**config.mk**
```make
export PLATFORM = sky130hd
export DESIGN_NAME = interlacer_v1
export DESIGN_NICKNAME = d
export VERILOG_FILES = /design/src/rtl/interlacer_v1.sv
export SDC_FILE = /design/constraint.sdc
export NUM_CORES = 1
export LEC_CHECK = 0
export ABC_AREA = 1
export CAP_MARGIN = 20
export CORE_MARGIN = 3
export CORE_UTILIZATION = 52
export DETAILED_ROUTE_END_ITERATION = 16
export PLACE_DENSITY = 0.76
export RECOVER_POWER = 50
export SETUP_SLACK_MARGIN = 0.1
export SYNTH_ARGS = -nofsm -noshare
export SYNTH_HDL_FRONTEND = slang
export SYNTH_SLANG_ARGS = --single-unit
```
**constraint.sdc**
```tcl
create_clock -name clock -period 2.57 [get_ports clock]
set_input_delay 0.771 -clock clock [delete_from_list [all_inputs] [get_ports clock]]
set_output_delay 0.771 -clock clock [all_outputs]
set_load 0.01 [all_outputs]
```
**src/rtl/interlacer_v1.sv**
```systemverilog
// interlacer_v1: turns progressive Avalon-ST frames into alternating F0/F1 interlaced fields
module interlacer_v1 #(
  parameter int DATA_WIDTH = 8,
  parameter int WIDTH      = 640,
  parameter int HEIGHT     = 480
) (
  input  logic                  clock,
  input  logic                  reset,
  input  logic [DATA_WIDTH-1:0] din_data,
  input  logic                  din_valid,
  output logic                  din_ready,
  input  logic                  din_startofpacket,
  input  logic                  din_endofpacket,
  output logic [DATA_WIDTH-1:0] dout_data,
  output logic                  dout_valid,
  input  logic                  dout_ready,
  output logic                  dout_startofpacket,
  output logic                  dout_endofpacket,
  output logic                  field_parity
);
  typedef enum logic [2:0] {IDLE, IN_CTRL, DROP, TX_CTRL, VID_HDR, PIXELS, DRAIN, FILL} state_t;

  localparam logic [15:0] W_LAST = 16'(WIDTH - 1);
  localparam logic [15:0] W16    = 16'(WIDTH);
  localparam logic [15:0] HALF_H = 16'(HEIGHT / 2);

  state_t          state_q;
  logic [15:0]     row_q, col_q;
  logic [3:0]      ctrl_q;
  logic            parity_q;

  logic            out_free, fire, keep, col_wrap, end_field;
  logic [15:0]     last_row, nib_src;
  logic [3:0]      hdr_type, ctrl_m1, sh, nib;
  logic [7:0]      ctrl_byte;
  logic            ld, ld_sop, ld_eop;
  logic [DATA_WIDTH-1:0] ld_data;

  assign out_free  = !dout_valid || dout_ready;
  assign fire      = din_valid && din_ready;
  assign hdr_type  = din_data[3:0];
  assign keep      = row_q[0] == parity_q;
  assign col_wrap  = col_q == W_LAST;
  assign last_row  = parity_q ? 16'(HEIGHT - 1) : 16'(HEIGHT - 2);
  assign end_field = col_wrap && row_q == last_row;

  // Control packet nibbles: beats 1-4 carry WIDTH, 5-8 carry HEIGHT/2, most significant first
  assign ctrl_m1   = ctrl_q - 4'd1;
  assign sh        = 4'd12 - {ctrl_m1[1:0], 2'b00};
  assign nib_src   = ctrl_q < 4'd5 ? W16 : HALF_H;
  assign nib       = 4'(nib_src >> sh);
  assign ctrl_byte = ctrl_q == 4'd0 ? 8'h0F :
                     ctrl_q == 4'd9 ? {4'h0, 1'b1, parity_q, 2'b00} : {4'h0, nib};

  // Type-0 headers are held at the input until the regenerated control packet is out
  assign din_ready = state_q == IDLE    ? !(din_valid && din_startofpacket && hdr_type == 4'h0) :
                     state_q == TX_CTRL ? 1'b0 :
                     state_q == FILL    ? 1'b0 :
                     state_q == VID_HDR ? out_free :
                     state_q == PIXELS  ? (keep ? out_free : 1'b1) : 1'b1;

  // Output register load requests; only raised when the register is free
  assign ld      = state_q == TX_CTRL ? out_free :
                   state_q == VID_HDR ? fire :
                   state_q == PIXELS  ? fire && (keep || (din_endofpacket && out_free)) :
                   state_q == FILL && out_free;
  assign ld_data = state_q == TX_CTRL ? DATA_WIDTH'(ctrl_byte) :
                   (state_q == PIXELS && keep) ? din_data : '0;
  assign ld_sop  = state_q == TX_CTRL ? ctrl_q == 4'd0 : state_q == VID_HDR;
  assign ld_eop  = state_q == TX_CTRL ? ctrl_q == 4'd9 :
                   state_q == PIXELS  ? (keep ? end_field || din_endofpacket : 1'b1) :
                   state_q == FILL;

  assign field_parity = parity_q;

  // Packet FSM, raster counters, field parity and the one-entry output register
  always_ff @(posedge clock) begin
    if (!reset) begin
      state_q            <= IDLE;
      row_q              <= '0;
      col_q              <= '0;
      ctrl_q             <= '0;
      parity_q           <= 1'b0;
      dout_valid         <= 1'b0;
      dout_data          <= '0;
      dout_startofpacket <= 1'b0;
      dout_endofpacket   <= 1'b0;
    end else begin
      if (ld) begin
        dout_valid         <= 1'b1;
        dout_data          <= ld_data;
        dout_startofpacket <= ld_sop;
        dout_endofpacket   <= ld_eop;
      end else if (dout_ready) begin
        dout_valid <= 1'b0;
      end
      case (state_q)
        IDLE: if (din_valid && din_startofpacket) begin
          state_q <= hdr_type == 4'h0 ? TX_CTRL :
                     din_endofpacket  ? IDLE :
                     hdr_type == 4'hF ? IN_CTRL : DROP;
          ctrl_q  <= '0;
        end
        IN_CTRL, DROP, DRAIN: if (fire && din_endofpacket) state_q <= IDLE;
        TX_CTRL: if (out_free) begin
          ctrl_q <= ctrl_q + 4'd1;
          if (ctrl_q == 4'd9) state_q <= VID_HDR;
        end
        VID_HDR: if (fire) begin
          row_q   <= '0;
          col_q   <= '0;
          state_q <= PIXELS;
        end
        PIXELS: if (fire) begin
          col_q <= col_wrap ? '0 : col_q + 16'd1;
          row_q <= row_q + {15'd0, col_wrap};
          if (end_field || din_endofpacket) parity_q <= ~parity_q;
          if (end_field) state_q <= din_endofpacket ? IDLE : DRAIN;
          else if (din_endofpacket) state_q <= (keep || out_free) ? IDLE : FILL;
        end
        FILL: if (out_free) state_q <= IDLE;
      endcase
    end
  end
endmodule

```
==> results of run 1 <==
layer usage:
metal | global-route usage (%) | wire (µm)
met1 | 33.0 | 3720
met2 | 40.9 | 4240
met3 | 5.53 | 545
met4 | 8.50 | 187
met5 | 0 | 0
kinds of logic after synthesis:
logic type | synth area share [%]
XOR/XNOR | 0.858
adder cells (fa/ha/maj) | 2.86
AND/OR/NAND/NOR | 42.9
AO/OA/AOI/OAI | 11.8
flip-flops | 33.3
buffers and inverters | 8.25
final cells by class:
| type | count | share of cell area [%] |
|---|---|---|
| sequential | 51 | 25.3 |
| tap | 72 | 2.23 |
| timing repair buffer | 74 | 15.5 |
| clock buffer | 6 | 1.80 |
| clock inverter | 2 | 1.49 |
| inverter | 54 | 5.02 |
| multi-input combinational | 370 | 48.6 |
flip-flops by register name, indices dropped and copies added (netlist names):
name,flops
dout_startofpacket,1
field_parity,1
state_q,3
ctrl_q,4
row_q,16
dout_data,8
dout_valid,1
col_q,16
dout_endofpacket,1
power by group:
part	leakage (nW)	total [W]	internal [W]	switching, W
clock	0.0654	0.000675	0.000389	0.000286
sequential	0.413	0.000938	0.000876	0.0000622
combinational	1.19	0.000980	0.000407	0.000573
total	1.67	0.00259	0.00167	0.000921
placed cells by master (no fill, tap or decap), types with 10 or more instances in the layout:
cell and count:
dfxtp_1 49, dlygate4sd3_1 12, nand2_1 126, inv_1 45, buf_4 44, nor2_1 65, nand4_1 15, o21ai_0 20
a21oi_1 35, nand3_1 27, nand2_2 10
timing repair:
action                     CTS  global route
setup buffers                7             8
gates cloned                 0             0
gates resized for setup     16            40
setup endpoints to repair    5             8
pin swaps                    4            17
worst reg2reg max path: stages, from the launching register on:
cell and delay, ps:
dfxtp_2 360, ha_4 160, nand2_4 60, nor3_4 210, nand2_2 100, nor2_4 130, ha_4 160, ha_4 120
inv_2 40, nor2_4 90, nand3_2 100, nor2_4 110, nand2_2 80, nor2_4 110, nand3_2 80, nor2_2 130
nand2_1 90, nor2_2 130, nor3b_2 50
worst paths after layout:
kind	start	end	depth (start not counted)
min reg2reg	col_q[4]$_SDFFE_PN0P_	col_q[4]$_SDFFE_PN0P_	2
min	col_q[4]$_SDFFE_PN0P_	col_q[4]$_SDFFE_PN0P_	2
max reg2reg	col_q[1]$_SDFFE_PN0P_	row_q[14]$_SDFFE_PN0P_	18
max	din_startofpacket	din_ready	5
per-stage QoR:
step	setup TNS, ps	total power [W]	setup slack (ps)
2_1_floorplan	0	0.00150	162
3_3_place_gp	-332	0.00184	-332
3_5_place_dp	-506	0.00186	-342
4_1_cts	0	0.00256	87.3
5_1_grt	0	0.00274	8.41
6_report	0	0.00259	95.6
==> metrics.yaml, run 1 <==
outcome:
  status: "completed"
placement:
  dp.cells: 606
  dpl_cell_area_um2: 3610
  place.port_buffers: 26
  dp_hpwl_um: 5930
  finalWeightedCongestion: 0.940
critical_path:
  end_kind: "primary output"
  critPathLaunchType: "primary input"
  slowest_stage: "clkdlybuf4s50_1"
  cp_max_fo: 2
  cp.required_ps: 1800
  rrSetupSlack_ps: 170
  cp_top_family: "buffers and inverters"
  worstPathCellList: "clkdlybuf4s50_1, nand2_1, nand3_1, nand4_4, buf_6"
  crit_type: "primary input to primary output"
  critPathBufInv: 2
  slowest_delay_ps: 450
  crit_arrival_ps: 1700
clocking:
  clockRootBuffer: "clkbuf_8"
  cts_num_sinks: 51
  hold_buffers: 0
  htreeDepth: 2
  clockBufferDepth: 2
  cts_tree: "yes"
  clock_latency_ps: 320
  clk_pin_slew_ps: 90
  numCtsBuffers: 5
timing:
  hold_slack_ps: 482
  grt_setup_unrepaired: "yes"
  period_needed_ps: 2470
  clock_skew_ps: 10.3
  hold_viol: 0
  slew_headroom_pct: 56.4
  min_period_over_period_pct: 96.3
  finalSetupViolations: 0
  worst_slew_pin_slew_ps: 651
  fmax_ghz: 0.404
  maxSlewViolCount: 0
grt:
  grt_max_degree: 20
  antenna_found_initial: 0
  grt_util_all_layers_pct: 25.2
  grt_pass1_vias: 2985
  grt_pass1_wl_um: 13300
  overflow: 0
drt:
  via_per_inst: 5.50
  drc: 0
  drtPass1Iterations: 5
  avgRoutedWirePerCell_um: 13.8
  num_vias: 3457
  routed_wl_um: 8690
  drtAntennaViolNets: 0
  drt_iter0_markers: 198
synthesis:
  synth_fp_nets: 505
  synth_area_leader_cell: "dfxtp_1"
  ys_warn_count: 0
  netlist.area_leader.share_pct: 33.3
  ys_seq_elements: 51
  synth_area_leaders: "dfxtp_1, nand2_1, nor2_1, inv_1, a21oi_1"
  synth_common_cells: "nand2_1, nor2_1, dfxtp_1, inv_1, a21oi_1"
  avgSynthCellArea_um2: 6.33
  async_reset_ff_share_pct: 0
  synth_edf_count: 0
  syn_area_um2: 3060
  synth_cells: 484
  ys.flop_type: "dfxtp_1"
  synth.distinct_cells: 37
  ys_seq_area_share_pct: 33.3
  yosysMostFrequentCell: "nand2_1"
floorplan:
  core-area_um2: 5610
  num_rows: 27
  die_area_um2: 6850
  die_h_um: 82.8
  ios: 27
  fp.dieW_um: 82.8
  initial_utilization_pct: 54.6
final_layout:
  area_growth_syn_to_layout_pct: 31.9
  final_cell_area_um2: 4040
  multiInputGateArea_um2: 1960
  regArea_um2: 1020
  final_nets: 577
  drive_above_1_share_pct: 19.2
  fill_cells: 473
  fin_cells: 629
  num_antenna_cells: 0
  utilization_pct: 72.0
power_and_ir_drop:
  irDropWorstVdd_mv: 0.415
  p_leak_nw: 1.67
  powerDensity_nw_per_um2: 642
min_path:
  hp-class: "flop to flop"
run:
  cap_violations: 0
(Power assumes the default switching activity.)
==> inputs of run 2 (changes only) <==
CORE_ASPECT_RATIO = 1.75   (was not set)
CTS_CLUSTER_DIAMETER = 30   (was not set)
==> run 2 against run 1 <==
Effect of this change: flip-flop and latch count is the same; sequential power is essentially flat; clock-buffer cell count is the same; die area grew 0.53%; worst setup slack gained 68 ps; combinational power shrank 2.8%; highest routed layer unchanged; register-to-register slack is essentially flat; fmax grew 2.8%; cell count grew 1.1%.
==> metrics.yaml, run 2 (synthesis results as in run 1) <==
outcome:
  status: "completed"
run:
  cap_violations: 0
clocking:
  clockBufferDepth: 2
  numCtsBuffers: 5
  htreeDepth: 2
  clock_latency_ps: 310
  hold_buffers: 0
  clockRootBuffer: "clkbuf_8"
  cts_num_sinks: 51
  clk_pin_slew_ps: 90
  cts_tree: "yes"
drt:
  wl_met3_um: 264
  via_per_inst: 5.33
  drtPass1Iterations: 5
  routed-wl-met2_um: 4650
  drc: 0
  avgRoutedWirePerCell_um: 13.2
  routed_wl_um: 8390
  num_vias: 3390
  drtAntennaViolNets: 0
  drt-met1-wl_um: 3150
  drt_iter0_markers: 172
  highest_layer: "met4"
grt:
  grt_pass1_vias: 3300
  overflow: 0
  grt_max_degree: 20
  grt_util_all_layers_pct: 25.4
  grt_pass1_wl_um: 13900
  antenna_found_initial: 0
placement:
  dp_hpwl_um: 6270
  place.port_buffers: 26
  place_ws_ps: -400
  finalWeightedCongestion: 0.949
  dpl_cell_area_um2: 3650
final_layout:
  drive_above_1_share_pct: 17.3
  final_cell_mix: "nand2_1, nor2_1, dfxtp_1, inv_1, buf_4"
  num_antenna_cells: 0
  layout.cells.most_common: "nand2_1"
  final_nets: 580
  final_cell_area_um2: 3930
  reg.largest.list: "col_q (16), row_q (16), dout_data (8)"
  area_growth_syn_to_layout_pct: 28.3
timing:
  grt_setup_unrepaired: "yes"
  finalSetupViolations: 0
  hold_slack_ps: 486
  clock_skew_ps: 5.55
  worst_slew_pin_slew_ps: 540
  hold_viol: 0
  maxSlewViolCount: 0
  min_period_over_period_pct: 93.6
  fmax_ghz: 0.416
  period_needed_ps: 2410
  fin_ws_ps: 164
  slew_headroom_pct: 63.9
floorplan:
  die_h_um: 108
  die_area_um2: 6880
  fp.dieW_um: 64.0
  core-area_um2: 5630
  initial_utilization_pct: 54.4
  ios: 27
  num_rows: 36
min_path:
  hp-class: "flop to flop"
critical_path:
  crit_type: "flop to flop"
  cp_max_fo: 2
  end_kind: "flop"
  cp.required_ps: 2810
  critPathLaunchType: "flop"
  crit_arrival_ps: 2650
power_and_ir_drop:
  powerDensity_nw_per_um2: 598
  irDropWorstVdd_mv: 0.464
  p_leak_nw: 1.63
==> run 2: changes by cell type in the layout (fill, tap and decap cells not counted), sizes merged <==
cell / before / now
clkdlybuf4s50: 7 / 6
dlygate4sd2: 0 / 4
bufinv: 2 / 0
buf: 45 / 46
clkinvlp: 0 / 1
clkbuf: 10 / 12
dlymetal6s2s: 6 / 3
clkinv: 1 / 2
==> run 2: layer usage <==
layer  vias up  global-route usage [%]
met5         -                       0
met4         0                    14.8
met3        24                    4.49
met2        83                    49.4
met1      1555                    23.7
li1       1728                       -
==> run 2: report_power, final <==
part	switching, W	leakage [nW]	internal (W)
clock network	0.000270	0.0412	0.000191
registers	0.0000598	0.414	0.000876
logic	0.000555	1.17	0.000399
==> run 2: cell type report <==
| class | count | area [µm²] |
|---|---|---|
| Fill cell | 493 | 1700 |
| Clock inverter | 2 | 12.5 |
| Timing Repair Buffer | 77 | 633 |
| Tap cell | 76 | 95.1 |
| Sequential cell | 51 | 1020 |
| Clock buffer | 6 | 72.6 |
| Multi-Input combinational cell | 370 | 1890 |
| Inverter | 54 | 203 |
==> run 2: through the flow <==
stage | power, W | setup TNS [ps] | instances | utilization (%)
floorplan | 0.00150 | 0 | 484 | -
global placement | 0.00191 | -372 | 614 | 64.8
detailed placement | 0.00193 | -1020 | 614 | 64.8
CTS | 0.00242 | 0 | 635 | 69.2
global route | 0.00250 | 0 | 636 | 69.8
finish | 0.00235 | 0 | 636 | 69.8
==> run 2: critical path: stages, from the launching register on <==
cell and delay, ps:
dfxtp_2 370, ha_4 150, nand2_4 60, nor3_4 150
nand2_2 100, nor2_4 150, ha_4 160, ha_4 120
inv_2 50, nor2_4 110, nand3_2 80, nor2_2 120
nand2_2 90, nor2_4 110, nand3_2 90, nor2_2 120
nand2_2 70, nand2_1 60, nor3b_2 150
==> run 2: path summary, 6_finish.rpt <==
check             depth (start not counted)                endpoint                  start  slack, ps
setup / recovery                         18  row_q[14]$_SDFFE_PN0P_  col_q[0]$_SDFFE_PN0P_        160
hold / removal                            2   col_q[4]$_SDFFE_PN0P_  col_q[4]$_SDFFE_PN0P_        490
setup reg to reg                         18  row_q[14]$_SDFFE_PN0P_  col_q[0]$_SDFFE_PN0P_        160
hold reg to reg                           2   col_q[4]$_SDFFE_PN0P_  col_q[4]$_SDFFE_PN0P_        490
==> run 2: repair_timing <==
| item | in CTS | in global routing |
|---|---|---|
| pin swaps | 15 | 15 |
| buffers inserted | 13 | 1 |
| endpoints found under the setup margin | 5 | 8 |
| gates resized for setup | 28 | 17 |
==> inputs of run 3 (changes only) <==
SKIP_CTS_REPAIR_TIMING = 1   (was not set)
==> run 3 against run 2 <==
Effect of this change: register-to-register slack got worse by 80 ps; combinational power increased by 4.2%; non-clock buffer count decreased by 9; sequential power about the same; largest cell class unchanged.
==> metrics.yaml, run 3 (synthesis results as in run 1) <==
clocking:
  cts_num_sinks: 51
  htreeDepth: 2
  cts_tree: "yes"
  numCtsBuffers: 5
  clockRootBuffer: "clkbuf_8"
  clk_pin_slew_ps: 90
  clockBufferDepth: 2
  clock_latency_ps: 310
timing:
  min_period_over_period_pct: 97.8
  slew_headroom_pct: 64.3
  fmax_ghz: 0.398
  period_needed_ps: 2510
  clock_skew_ps: 6.92
  worst_slew_pin_slew_ps: 534
  maxSlewViolCount: 0
  fin_ws_ps: 56.7
  hold_viol: 0
  grt_setup_unrepaired: "yes"
  setup_tns_ps: 0
  hold_slack_ps: 486
  finalSetupViolations: 0
critical_path:
  cp_max_fo: 2
  slowest_stage: "clkdlybuf4s50_1"
  cp_top_family: "buffers and inverters"
  end_kind: "primary output"
  critPathLaunchType: "primary input"
  cp.required_ps: 1800
  crit_type: "primary input to primary output"
  slowest_delay_ps: 500
  worstPathCellList: "clkdlybuf4s50_1, nand2_1, nand3_1, nand4_4, buf_6"
  crit_arrival_ps: 1740
  rrSetupSlack_ps: 80
  critPathBufInv: 2
final_layout:
  fin_cells: 627
  num_antenna_cells: 0
  regArea_um2: 1020
  reg.largest.list: "col_q (16), row_q (16), dout_data (8)"
  area_growth_syn_to_layout_pct: 27.7
  multiInputGateArea_um2: 1920
  fill_cells: 493
  drive_above_1_share_pct: 17.4
  final_cell_mix: "nand2_1, nor2_1, dfxtp_1, inv_1, buf_4"
  utilization_pct: 69.5
  final_nets: 571
  layout.cells.most_common: "nand2_1"
grt:
  grt_max_degree: 20
  grt_pass1_vias: 3186
  antenna_found_initial: 0
  grt_pass1_wl_um: 13500
  grt_util_all_layers_pct: 24.6
  overflow: 0
drt:
  drtPass1Iterations: 4
  avgRoutedWirePerCell_um: 13.1
  via_per_inst: 5.39
  drt_iter0_markers: 184
  drtAntennaViolNets: 0
  routed_wl_um: 8250
  drc: 0
  num_vias: 3380
placement:
  dp_hpwl_um: 6270
  finalWeightedCongestion: 0.949
  place_ws_ps: -400
  place.port_buffers: 26
  dp.cells: 614
power_and_ir_drop:
  powerDensity_nw_per_um2: 611
  p_leak_nw: 1.57
  irDropWorstVdd_mv: 0.469
floorplan:
  ios: 27
  initial_utilization_pct: 54.4
  die_h_um: 108
  core-area_um2: 5630
  die_area_um2: 6880
  fp.dieW_um: 64.0
  num_rows: 36
outcome:
  status: "completed"
min_path:
  hp-class: "flop to flop"
run:
  cap_violations: 0
run 3: cell types whose count changed in the layout (fill, tap and decap cells not counted), sizes merged:
cell | before | now
dlygate4sd2 | 4 | 0
clkbuf | 12 | 6
clkdlybuf4s50 | 6 | 13
dlygate4sd3 | 12 | 11
dlymetal6s2s | 3 | 1
buf | 46 | 43
run 3: cell type report:
cell class	instances	area share, %
multi-input combinational	370	49.2
sequential	51	26.2
timing repair buffer	68	14.8
inverter	54	5.25
tap	76	2.43
clock buffer	6	1.86
clock inverter	2	0.320
run 3: worst min-delay path: stages (launching register included):
cell and delay, ps:
dfxtp_1 330, nand2_1 60, a21oi_1 50
run 3: worst paths after layout:
kind,depth (start not counted),to,start
worst max register to register,18,row_q[14]$_SDFFE_PN0P_,col_q[1]$_SDFFE_PN0P_
worst min register to register,2,col_q[4]$_SDFFE_PN0P_,col_q[4]$_SDFFE_PN0P_
worst min-delay path,2,col_q[4]$_SDFFE_PN0P_,col_q[4]$_SDFFE_PN0P_
worst max-delay path,5,din_ready,din_startofpacket
run 3: stage by stage:
| stage | cell area, µm² | total power (W) |
|---|---|---|
| after floorplan | 3060 | 0.00150 |
| after global placement | 3650 | 0.00191 |
| after detailed placement | 3650 | 0.00193 |
| after CTS | 3730 | 0.00240 |
| after global routing | 3910 | 0.00254 |
| final | 3910 | 0.00239 |
run 3: power by group:
group          switching, W  total [W]  internal [W]
clock network      0.000269   0.000459      0.000191
logic              0.000572   0.000993      0.000421
registers         0.0000619   0.000938      0.000876
run 3: routing by layer:
metal,share of wire (%),GRT usage (%)
met2,55,48.6
met5,0,0
met4,4.0,13.6
met3,3.4,3.87
met1,37,22.9
